`config.mk`:
```
export PLATFORM = sky130hd
export DESIGN_NAME = reg_file_p
export DESIGN_NICKNAME = d
export VERILOG_FILES = /design/src/rtl/reg_file_p.sv
export SDC_FILE = /design/constraint.sdc
export NUM_CORES = 2
export LEC_CHECK = 0
export ABC_AREA = 0
export BUFFER_PORTS_ARGS = -buffer_cell sky130_fd_sc_hd__buf_2
export CAP_MARGIN = 20
export CORE_ASPECT_RATIO = 0.8
export CORE_MARGIN = 3
export CORE_UTILIZATION = 35
export CTS_BUF_LIST = sky130_fd_sc_hd__clkbuf_16
export CTS_CLUSTER_SIZE = 12
export DETAILED_ROUTE_END_ITERATION = 10
export PLACE_DENSITY = 0.53
export SKIP_CTS_REPAIR_TIMING = 1
export SYNTH_ARGS = -nofsm -noshare
export SYNTH_HDL_FRONTEND = slang
export SYNTH_SLANG_ARGS = --single-unit
```
`constraint.sdc`:
```
create_clock -name CLK -period 1.85 [get_ports CLK]
set_input_delay 0.185 -clock CLK [delete_from_list [all_inputs] [get_ports CLK]]
set_output_delay 0.185 -clock CLK [all_outputs]
set_load 0.005 [all_outputs]
```
`src/rtl/reg_file_p.sv`:
```
// Decode-stage CPU register file: one write port, two registered read ports,
// optional read-after-write bypass, hardwired zero entry and a run-time clear sweep.
module reg_file_p #(
   parameter int WIDTH    = 32,
   parameter int AW       = 5,
   parameter int ZERO_REG = 1,
   parameter int BYPASS   = 1
) (
   input  logic             CLK,
   input  logic             RST_N,
   input  logic             RegW,
   input  logic [AW-1:0]    DR,
   input  logic [WIDTH-1:0] Reg_In,
   input  logic [AW-1:0]    SR1,
   input  logic [AW-1:0]    SR2,
   output logic [WIDTH-1:0] ReadReg1,
   output logic [WIDTH-1:0] ReadReg2,
   input  logic             Clr,
   output logic             Busy,
   output logic             ClrDone
);

   localparam int DEPTH = 2**AW;

   localparam logic [1:0] S_IDLE  = 2'd0;
   localparam logic [1:0] S_SWEEP = 2'd1;
   localparam logic [1:0] S_DONE  = 2'd2;

   logic [1:0]       state;
   logic [AW-1:0]    sweep_ptr;
   logic             sweep_busy;
   logic             wr_en;
   logic [WIDTH-1:0] mem [DEPTH];
   logic [WIDTH-1:0] rd1_nxt;
   logic [WIDTH-1:0] rd2_nxt;
   logic [WIDTH-1:0] rd1_p1;
   logic [WIDTH-1:0] rd2_p1;

   // Resolves what a read port captures at the coming edge; order of the checks matters.
   function automatic logic [WIDTH-1:0] resolve_read(
      input logic [AW-1:0]    sr,
      input logic [WIDTH-1:0] stored,
      input logic             regw,
      input logic [AW-1:0]    dr,
      input logic [WIDTH-1:0] din,
      input logic             busy,
      input logic [AW-1:0]    ptr
   );
      if (ZERO_REG != 0 && sr == '0)
         return '0;
      if (BYPASS != 0 && regw && !busy && dr == sr)
         return din;
      if (BYPASS != 0 && busy && sr == ptr)
         return '0;
      return stored;
   endfunction

   assign sweep_busy = (state == S_SWEEP);
   assign wr_en      = RegW && !sweep_busy && !(ZERO_REG != 0 && DR == '0);

   always_comb begin
      rd1_nxt = resolve_read(SR1, mem[SR1], RegW, DR, Reg_In, sweep_busy, sweep_ptr);
      rd2_nxt = resolve_read(SR2, mem[SR2], RegW, DR, Reg_In, sweep_busy, sweep_ptr);
   end

   // Clear sequencer: the pointer only returns to zero through DONE.
   always_ff @(posedge CLK or negedge RST_N) begin
      if (!RST_N) begin
         state     <= S_IDLE;
         sweep_ptr <= '0;
      end else begin
         case (state)
            S_IDLE: begin
               if (Clr) begin
                  state     <= S_SWEEP;
                  sweep_ptr <= '0;
               end
            end
            S_SWEEP: begin
               if (&sweep_ptr) begin
                  state     <= S_DONE;
                  sweep_ptr <= '0;
               end else begin
                  sweep_ptr <= sweep_ptr + AW'(1);
               end
            end
            S_DONE:  state <= S_IDLE;
            default: state <= S_IDLE;
         endcase
      end
   end

   // Sweep and port writes never collide: port writes are dropped while sweeping.
   always_ff @(posedge CLK or negedge RST_N) begin
      if (!RST_N) begin
         for (int i = 0; i < DEPTH; i++)
            mem[i] <= '0;
      end else if (sweep_busy) begin
         mem[sweep_ptr] <= '0;
      end else if (wr_en) begin
         mem[DR] <= Reg_In;
      end
   end

   // Stage p1: registered read data
   always_ff @(posedge CLK or negedge RST_N) begin
      if (!RST_N) begin
         rd1_p1 <= '0;
         rd2_p1 <= '0;
      end else begin
         rd1_p1 <= rd1_nxt;
         rd2_p1 <= rd2_nxt;
      end
   end

   assign ReadReg1 = rd1_p1;
   assign ReadReg2 = rd2_p1;
   assign Busy     = sweep_busy;
   assign ClrDone  = (state == S_DONE);

endmodule

```
==> results.cfg <==
[timing]
min_period_ns = 1.98
slew_headroom_pct = 40.3
setup-tns-final_ns = -6.96
timing.final.crit_share_pct = 107
worst-slew-pin-transition_ns = 0.894
fin_hold_ws_ns = 0.00906
max_freq_mhz = 504
finClkSkew_ns = 0.0335
setup_ws_ns = -0.134
hold_violations = 0
rsz0062_at_grt = true
setup_viol = 242
slew_viol_final = 0

[clock_tree]
cts_buffers = 110
cts_tree = built
clockBufferDepth = 3
cts.clk_slew.worst_paths_ns = 0.06
htreeDepth = 3
insertion_delay_ns = 0.75
root_buffer = clkbuf_16
cts_sinks = 1095

[final_layout]
design_area_sq_mm = 0.0683
drive_above_1_share_pct = 37.4
fin_util_pct = 44.5
nets = 4287
area_delta_synth_final_pct = 25.4
finalNonFillerCells = 6325
fill_cells = 13632

[hold_path]
hp-class = input port to register
hold_start = Reg_In[25]
min_to = mem[761]
min_path_cells = 2

[synth]
yosys.area.top_type = dfrtp_1
synth_seq_area_share_pct = 50.3
synth_common_cells = dfrtp_1 (1,095), a22o_1 (994), mux4_2 (506), clkbuf_1 (304), buf_2 (159)
synth_edf_count = 0
synth-main-ff-cell = dfrtp_1
syn_inst = 3795
ys_warn_count = 0
yosys-top-cells-area = dfrtp_1 (50%), mux4_2 (21%), a22o_1 (16%)
ys_ff_latch = 1095
yosysUniqueCellTypes = 50
yosysMostFrequentCell = dfrtp_1
syn_nets = 3851
synth-async-reset-ratio_pct = 100
synth_area_sq_mm = 0.0545
synth.top_cell.area_share_pct = 50.3
avgSynthCellArea_sq_um = 14.4

[floorplan]
die_area_sq_mm = 0.160
num_rows = 128
start_util_pct = 35.5
design.core.area_sq_mm = 0.153
die_h_um = 359
die_w_um = 447
ios = 117

[global_routing]
grt-ovfl-total = 0
grtUsageTotal_pct = 27.1
grt_pass1_wl_um = 317000
grt_pass1_vias = 41853
grt_max_degree = 104
grt_antenna_before_repair = 11

[worst_setup_path]
path_class = register to register
cp_max_fo = 3
worstPathArrival_ns = 2.60
crit_path_start_kind = register
endpoint_kind = register
reg2reg_to = ReadReg2[30]
reg2reg_depth = 4
cpMostUsedCell = mux4_2
critical_path.reg2reg.startpoint = mem[958]
cp_slowest_cell = mux4_2
cp_cell_sequence = mux4_2 -> mux4_2 -> or2_0 -> a32o_1
worstPathRequired_ns = 2.46
ff2ff_setup_slack_ns = -0.13
cpPeakStageDelay_ns = 0.49

[placement]
place_area_sq_mm = 0.0634
dpl.hpwl_um = 142000
io_buffers = 116
routabilityCongestion = 0.867
dp.cells = 6052

[outcome]
status = finished, violations left
violations = negative setup slack

[route]
antenna_left = 0
vias = 42396
drtPass1Iterations = 5
totalWireLength_um = 227000
routedWlPerCell_um = 35.9
initialDrtViolationCount = 5147
drc_errors = 0
avgViaCountPerCell = 6.70

[power]
leakagePower_nw = 30.6
vdd_drop_max_mv = 0.748
powerDensity_mw_per_mm2 = 962

[job]
cap_violations = 0
[area by class of cell]
class / count / area [sq um] / area share (%)
flip-flops and latches: 1095 / 27400 / 40.1
multi-input cells: 2169 / 25800 / 37.7
repair buffers: 849 / 9390 / 13.7
clock buffers: 113 / 2830 / 4.14
well taps: 2015 / 2520 / 3.69
clock inverters: 70 / 358 / 0.524
inverters: 6 / 30.0 / 0.0439
diodes: 8 / 20.0 / 0.0293
[worst max-delay path, delay by kind of cell (launching register included)]
kind / cells / cell delay [ns]
muxes: 2 / 0.98
DFF: 1 / 0.43
AOI/OAI and AO/OA: 1 / 0.25
and+or+nand+nor: 1 / 0.22
[layout by cell type, fill, tap and decap left out, drive strengths merged, types with 2 or more instances in the layout]
| cell | Yosys | layout |
|---|---|---|
| nor3b | 3 | 3 |
| nor2b | 10 | 10 |
| a22o | 994 | 994 |
| o22ai | 121 | 121 |
| a221oi | 61 | 61 |
| nor4 | 6 | 6 |
| nand3b | 4 | 4 |
| clkbuf | 304 | 130 |
| a31oi | 4 | 4 |
| mux2i | 66 | 66 |
| a21oi | 36 | 36 |
| a32o | 64 | 64 |
| clkinv | 0 | 35 |
| bufinv | 0 | 2 |
| a22oi | 3 | 3 |
| xor2 | 9 | 9 |
| nand3 | 11 | 11 |
| nand4 | 6 | 6 |
| diode | 0 | 8 |
| o21ai | 62 | 62 |
| xnor2 | 11 | 11 |
| mux4 | 512 | 512 |
| and3b | 2 | 2 |
| ha | 5 | 5 |
| inv | 6 | 38 |
| dlygate4sd3 | 0 | 14 |
| nand2b | 6 | 6 |
| nor3 | 7 | 7 |
| and2 | 40 | 40 |
| nand2 | 20 | 20 |
| nor4b | 2 | 2 |
| nor2 | 95 | 95 |
| and3 | 3 | 3 |
| dfrtp | 1095 | 1095 |
| buf | 221 | 818 |
[sequential cells by signal (all words and copies together), names as in the netlist]
name and count:
ReadReg1 32, mem 1024, sweep_ptr 5, state 2, ReadReg2 32
[worst max path at each step]
stage | endpoint | from | depth (start not counted)
2_1_floorplan | ReadReg2[0] | SR2[0] | 7
3_3_place_gp | ReadReg1[18] | SR1[0] | 8
3_5_place_dp | ReadReg1[25] | SR1[0] | 7
4_1_cts | Busy | state[1] | 5
5_1_grt | ReadReg2[16] | sweep_ptr[0] | 7
6_report | ReadReg2[30] | mem[958] | 4
[stage by stage]
step | power (mW) | setup WS [ns]
finish | 65.7 | -0.134
global route | 67.8 | -0.157
CTS | 64.2 | -0.240
detailed placement | 43.3 | -0.608
global placement | 43.1 | -0.649
floorplan | 35.5 | -0.0451
[cell families (layout without fill, tap and decap cells)]
logic type,Yosys count,count (layout),synth area share [%]
and+or+nand+nor,218,218,2.11
muxes,578,578,22.4
buffers and inverters,531,1038,4.21
DFF,1095,1095,50.3
xor gates and xnor gates,20,20,0.321
other,0,8,0
adders and majority gates,5,5,0.115
AOI/OAI and AO/OA,1348,1348,20.6
[report_power, final]
part | switching [mW] | leakage, nW | internal (mW)
sequential | 2.14 | 15.1 | 26.4
clock | 9.91 | 1.67 | 11.1
combinational | 8.32 | 13.8 | 7.76
total | 20.4 | 30.6 | 45.3
[routing by layer]
metal  global-route usage, %  vias up  part of all wire [%]
met4                    11.1        4                   4.5
met5                   0.659        -                 0.010
met3                    8.14      495                    12
met1                    38.9    22509                    41
li1                        -    16421                     -
met2                    38.2     2967                    42
Note: power is estimated with default switching activity, not from simulation.
